`config.mk`:
```
export PLATFORM = sky130hd
export DESIGN_NAME = spi_shifter
export DESIGN_NICKNAME = d
export VERILOG_FILES = /design/src/rtl/spi_shifter.sv
export SDC_FILE = /design/constraint.sdc
export NUM_CORES = 1
export LEC_CHECK = 0
export BUFFER_PORTS_ARGS = -buffer_cell sky130_fd_sc_hd__buf_2
export CORE_UTILIZATION = 35
export DETAILED_ROUTE_END_ITERATION = 8
export PLACE_DENSITY = 0.66
export SLEW_MARGIN = 30
export SYNTH_ARGS = -nofsm -noshare
export SYNTH_HDL_FRONTEND = slang
export SYNTH_SLANG_ARGS = --single-unit
```
`constraint.sdc`:
```
create_clock -name PClk -period 1.7 [get_ports PClk]
set_input_delay 0.425 -clock PClk [delete_from_list [all_inputs] [get_ports PClk]]
set_output_delay 0.425 -clock PClk [all_outputs]
set_load 0.005 [all_outputs]
```
`src/rtl/spi_shifter.sv`:
```
// spi_shifter: SPI serial data path; shifts mosi and samples miso on baud-generator edge flags.
// Optional `SPI_SHIFTER_LOOPBACK_EN adds a loopback input that feeds mosi back to the sampler.
module spi_shifter #(
  parameter int DATA_W = 8
) (
  input  logic              PClk,
  input  logic              PRESETn,
  input  logic              ss,
  input  logic              send_data,
  input  logic [DATA_W-1:0] data_mosi,
  input  logic              lsbfe,
  input  logic              cpol,
  input  logic              cpha,
  input  logic              flag_low,
  input  logic              flags_low,
  input  logic              flag_high,
  input  logic              flags_high,
  input  logic              miso,
`ifdef SPI_SHIFTER_LOOPBACK_EN
  input  logic              loopback,
`endif
  output logic              mosi,
  output logic [DATA_W-1:0] data_miso,
  output logic              rx_valid,
  output logic              busy
);

  localparam int CNT_W = $clog2(DATA_W + 1);
  localparam logic [CNT_W-1:0] CNT_LAST = CNT_W'(DATA_W - 1);
  localparam logic [CNT_W-1:0] CNT_FULL = CNT_W'(DATA_W);

  localparam logic ST_IDLE   = 1'b0;
  localparam logic ST_ACTIVE = 1'b1;

  logic              state;
  logic [DATA_W-1:0] tx_sr;
  logic [DATA_W-1:0] rx_sr;
  logic [CNT_W-1:0]  tx_cnt;
  logic [CNT_W-1:0]  rx_cnt;
  logic              lsbfe_q;
  logic              cpha_q;
  logic              cpol_q;
  logic              mode_sel;
  logic              shift_evt;
  logic              sample_evt;
  logic              sample_bit;
  logic [DATA_W-1:0] rx_next;

  // Handshake: send_data is a load strobe taken only while busy=0 (no stall path);
  // rx_valid is a one-cycle pulse with data_miso, and the consumer cannot back-pressure it.

  assign mode_sel   = cpha_q ^ cpol_q;
  assign shift_evt  = (state == ST_ACTIVE) && (mode_sel ? flags_low : flags_high);
  assign sample_evt = (state == ST_ACTIVE) && (mode_sel ? flag_high : flag_low);
  assign busy       = (state == ST_ACTIVE);

`ifdef SPI_SHIFTER_LOOPBACK_EN
  assign sample_bit = loopback ? mosi : miso;
`else
  assign sample_bit = miso;
`endif

  assign rx_next = lsbfe_q ? {sample_bit, rx_sr[DATA_W-1:1]}
                           : {rx_sr[DATA_W-2:0], sample_bit};

  always_ff @(posedge PClk or negedge PRESETn) begin
    if (!PRESETn) begin
      state     <= ST_IDLE;
      mosi      <= 1'b0;
      data_miso <= '0;
      rx_valid  <= 1'b0;
      tx_sr     <= '0;
      rx_sr     <= '0;
      tx_cnt    <= '0;
      rx_cnt    <= '0;
      lsbfe_q   <= 1'b0;
      cpha_q    <= 1'b0;
      cpol_q    <= 1'b0;
    end else begin
      rx_valid <= 1'b0;
      if (state == ST_IDLE) begin
        if (send_data) begin
          lsbfe_q <= lsbfe;
          cpha_q  <= cpha;
          cpol_q  <= cpol;
          rx_sr   <= '0;
          rx_cnt  <= '0;
          state   <= ST_ACTIVE;
          // With cpha=0 the first bit must already sit on mosi before the first sampling edge.
          if (cpha) begin
            tx_sr  <= data_mosi;
            tx_cnt <= '0;
          end else begin
            mosi   <= lsbfe ? data_mosi[0] : data_mosi[DATA_W-1];
            tx_sr  <= lsbfe ? (data_mosi >> 1) : (data_mosi << 1);
            tx_cnt <= CNT_W'(1);
          end
        end
      end else if (ss) begin
        // Slave select released: drop the partial word, keep data_miso and mosi as they are.
        state <= ST_IDLE;
      end else begin
        if (shift_evt && (tx_cnt < CNT_FULL)) begin
          mosi   <= lsbfe_q ? tx_sr[0] : tx_sr[DATA_W-1];
          tx_sr  <= lsbfe_q ? (tx_sr >> 1) : (tx_sr << 1);
          tx_cnt <= tx_cnt + 1'b1;
        end
        if (sample_evt) begin
          rx_sr  <= rx_next;
          rx_cnt <= rx_cnt + 1'b1;
          if (rx_cnt == CNT_LAST) begin
            data_miso <= rx_next;
            rx_valid  <= 1'b1;
            state     <= ST_IDLE;
          end
        end
      end
    end
  end

endmodule

```
==> results.txt <==
Outcome = finished, final reports clean
Post-DP HPWL = 2863 um
Number of buffers and inverters on the critical path = 1
Total via count in the routed design = 1,493
Adder and majority gate portion of the synthesized area = 1.211%
Layout fillers = 562
Syn_nets = 220
Ordered cell list for the critical path = xnor2_2, mux2_4, or2_4, buf_6, mux2i_2
Largest vdd supply drop = 592.0 uV
RSZ-0062 raised after global routing = no
Hold Fails Final Rpt = 0
TritonCTS clock tree = yes
Number of register bits inferred by synthesis = 38
Final critical-path share of the clock period = 95.16%
Cell area after synthesis = 0.002067 mm^2
Clk_skew = 0.01007 ns
Std-Cell Rows = 27
Number of flops mapped to enable cells by yosys = 0
Residual overflow from global routing = 0
Setup slack of the critical path after layout = 0.08223 ns
Simple-gate portion of the synthesized area = 10.96%
Fraction of synthesized cell area in xor and xnor cells = 0.4237%
Initial antenna violation count = 0
Area overhead of the layout relative to synthesis = 20.82%
Worst setup path start = cpha_q$_DFFE_PN0P_
Place WS = -0.08068 ns
Sw Share = 29.96%
Number of placed instances, taps included = 301
Detailed router's first-iteration violation count = 38
Die Wd = 78.85 um
Peak clock frequency supported by timing = 0.6181 GHz
Sequential cell fraction of total power = 44.6%
Worst reg2reg startpoint = cpha_q$_DFFE_PN0P_
Pleak = 1.235 nW
Buffer levels on the longest clock path = 2
Synth unique cells = 31
Power density normalized to cell area = 1122 mW/mm^2
Clk_lat worst skew = 0.29 ns
Final hold slack = 0.1733 ns
Worst setup SP type = register
Clock root cell = sky130_fd_sc_hd__clkbuf_8
YS warnings = 0
Internal = 0.001963 W
Number of H-tree levels = 2
Crit path max-delay family = multiplexers
Avg WL per Cell = 12.92 um
First-pass iteration count of the detailed router = 4
Least-Margin Pin Slew = 0.4841 ns
Combined global-route utilization of all metal layers = 14.21%
Async SR Flop Fraction = 100.0%
Element type at the critical path end = register
Floorplan die area = 0.006217 mm^2
Cell area after placement = 0.002367 mm^2
Hold bufs inserted after CTS = 0
Max-Slew Margin vs Limit = 67.73%
Mean Syn Cell Area = 10.44 um^2
Mux contribution to synthesized area = 29.24%
Ratio of cells with drive above 1 in the final layout = 26.05%
Dominant combinational cell family by area after synthesis = multiplexers
Sequential area share after synthesis = 46.00%
Maximum single-stage delay on the critical path = 0.40 ns
Maximum number of pins on one net before global-route repair = 39
Post-Syn Instances = 198
CORE AREA = 0.005608 mm^2
Final number of max-transition violations = 0
Sequential cell area in the final layout = 950.9 um^2
Tmin final = 1.618 ns
Worst Path Class, Setup = register to register
Top-level port count = 31
Design area = 0.002497 mm^2
Post-detailed-route count of antenna-violating nets = 0
Die Span Y = 78.85 um
Total inserted antenna cells = 0
Switching power total = 0.0008399 W
Arrival @ worst endpoint = 1.78 ns
Critical Path Slowest Stage Cell = sky130_fd_sc_hd__dfrtp_1
Endpoints failing setup = 0
Routability congestion estimate from global placement = 0.7057
Classification of the worst-slack hold path = input port to async pin
Residual DRC = 0
Effective utilization at floorplan = 36.86%
Count of buffers added by post-CTS timing repair for setup = 0
Number of clock sinks = 38
Number of vias per cell = 4.816
Maximum fanout along the worst path = 6
Main flop type after synthesis = sky130_fd_sc_hd__dfrtp_1
Multi-input gate area = 0.001017 mm^2
Total detailed-routing wirelength = 4006 um
CTS buffer count = 5
Final cell count without fillers = 310
Max capacitance violation total = 0
Final layout net count = 259
Port-buffer cells = 30
Clock slew seen by the registers of the worst setup and hold paths = 0.07 ns
Required time of the critical path = 1.86 ns
Vias in the first global route = 1,527
Compound-cell area share of the yosys netlist = 6.295%
First-pass GRT wire length = 6879 um
Clock share of power = 26.4%
Part of the power in combinational logic = 28.9%
cells in the mapped netlist (2+ instances only):
cell,instances,share of area (%)
sky130_fd_sc_hd__nor2_1,9,1.6
sky130_fd_sc_hd__nand2b_1,3,0.91
sky130_fd_sc_hd__nand3b_1,2,0.73
sky130_fd_sc_hd__nand2_1,22,4.0
sky130_fd_sc_hd__mux2_2,3,1.6
sky130_fd_sc_hd__ha_1,2,1.2
sky130_fd_sc_hd__mux2i_1,51,25
sky130_fd_sc_hd__mux2_4,4,2.9
sky130_fd_sc_hd__buf_2,4,0.97
sky130_fd_sc_hd__inv_1,17,3.1
sky130_fd_sc_hd__nor4bb_1,2,0.97
sky130_fd_sc_hd__nor3_1,3,0.73
sky130_fd_sc_hd__clkbuf_1,6,1.1
sky130_fd_sc_hd__dfrtp_1,38,46
sky130_fd_sc_hd__o21ai_0,9,2.2
sky130_fd_sc_hd__a21oi_1,8,1.9
power by group through the flow:
stage          logic [W]  registers (W)  clock network (W)
2_1_floorplan   0.000599        0.00121                  0
3_3_place_gp    0.000775        0.00126                  0
3_5_place_dp    0.000792        0.00127                  0
4_1_cts         0.000805        0.00125           0.000760
5_1_grt         0.000909        0.00128           0.000801
6_report        0.000811        0.00125           0.000741
kinds of logic (layout without fill, tap and decap cells):
| family | count (synthesis) | in the layout |
|---|---|---|
| buf+inv | 29 | 69 |
| fa+ha+maj | 2 | 2 |
| flops | 38 | 38 |
| compound gates | 23 | 23 |
| simple gates | 47 | 47 |
| mux | 58 | 58 |
| xor+xnor | 1 | 1 |
state kept, by name (all words and copies together), names as in the netlist:
| name | cells |
|---|---|
| tx_cnt | 4 |
| rx_cnt | 4 |
| mosi | 1 |
| busy | 1 |
| lsbfe_q | 1 |
| tx_sr | 8 |
| rx_valid | 1 |
| cpol_q | 1 |
| data_miso | 8 |
| cpha_q | 1 |
| rx_sr | 8 |
worst reg2reg max path: cells and delay by family, from the launching register on:
family | cells | cell delay (ns)
mux | 2 | 0.47
flops | 1 | 0.40
simple gates | 1 | 0.26
xor+xnor | 1 | 0.20
buf+inv | 1 | 0.15
final timing paths:
kind                       slack [ns]                        to  cells after the start
setup / recovery                 0.08      tx_sr[5]$_DFFE_PN0P_                      5
hold / removal                   0.17  data_miso[6]$_DFFE_PN0P_                      2
setup reg to reg                 0.08      tx_sr[5]$_DFFE_PN0P_                      5
hold reg to reg                  0.48     tx_cnt[2]$_DFFE_PN0P_                      1
max in group asynchronous        1.18      tx_sr[4]$_DFFE_PN0P_                      2
min in group PClk                0.38        cpol_q$_DFFE_PN0P_                      2
placed cells by master (no fill, tap or decap), types with 3 or more instances in the layout:
cell type                  count
sky130_fd_sc_hd__mux2_4        4
sky130_fd_sc_hd__nand2b_1      3
sky130_fd_sc_hd__buf_4        11
sky130_fd_sc_hd__clkbuf_8      5
sky130_fd_sc_hd__nor2_1        9
sky130_fd_sc_hd__buf_2        31
sky130_fd_sc_hd__mux2_2        3
sky130_fd_sc_hd__nand2_1      22
sky130_fd_sc_hd__mux2i_1      49
sky130_fd_sc_hd__inv_1        17
sky130_fd_sc_hd__a21oi_1       8
sky130_fd_sc_hd__o21ai_0       9
sky130_fd_sc_hd__dfrtp_1      38
metal layers:
| metal | up-vias | part of all wire [%] | GRT usage, % |
|---|---|---|---|
| met5 | - | 0 | 0 |
| met1 | 710 | 48 | 17.86 |
| met2 | 26 | 47 | 23.48 |
| met3 | 6 | 4.6 | 4.598 |
| met4 | 0 | 0.95 | 3.818 |
| li1 | 751 | - | - |
layout make-up:
cell class | instances | share of cell area (%)
multi-input cells | 131 | 40.73
flip-flops and latches | 38 | 38.08
repair buffers | 44 | 10.77
well taps | 72 | 3.607
clock buffers | 7 | 3.056
inverters | 17 | 2.555
clock inverters | 1 | 1.202
per-stage QoR:
stage	total power (W)	setup TNS, ns	util [%]
finish	0.002803	0	44.53
global route	0.002987	0	44.53
CTS	0.002817	0	44.15
detailed placement	0.002058	-0.2113	42.21
global placement	0.002036	0	42.21
floorplan	0.001811	-0.1761	-
what timing repair did:
item	4_1_cts	5_1_grt
pin swaps	0	2
resized for setup	1	5
gates cloned	0	1
setup endpoints to repair	1	7
(Power assumes the default switching activity.)
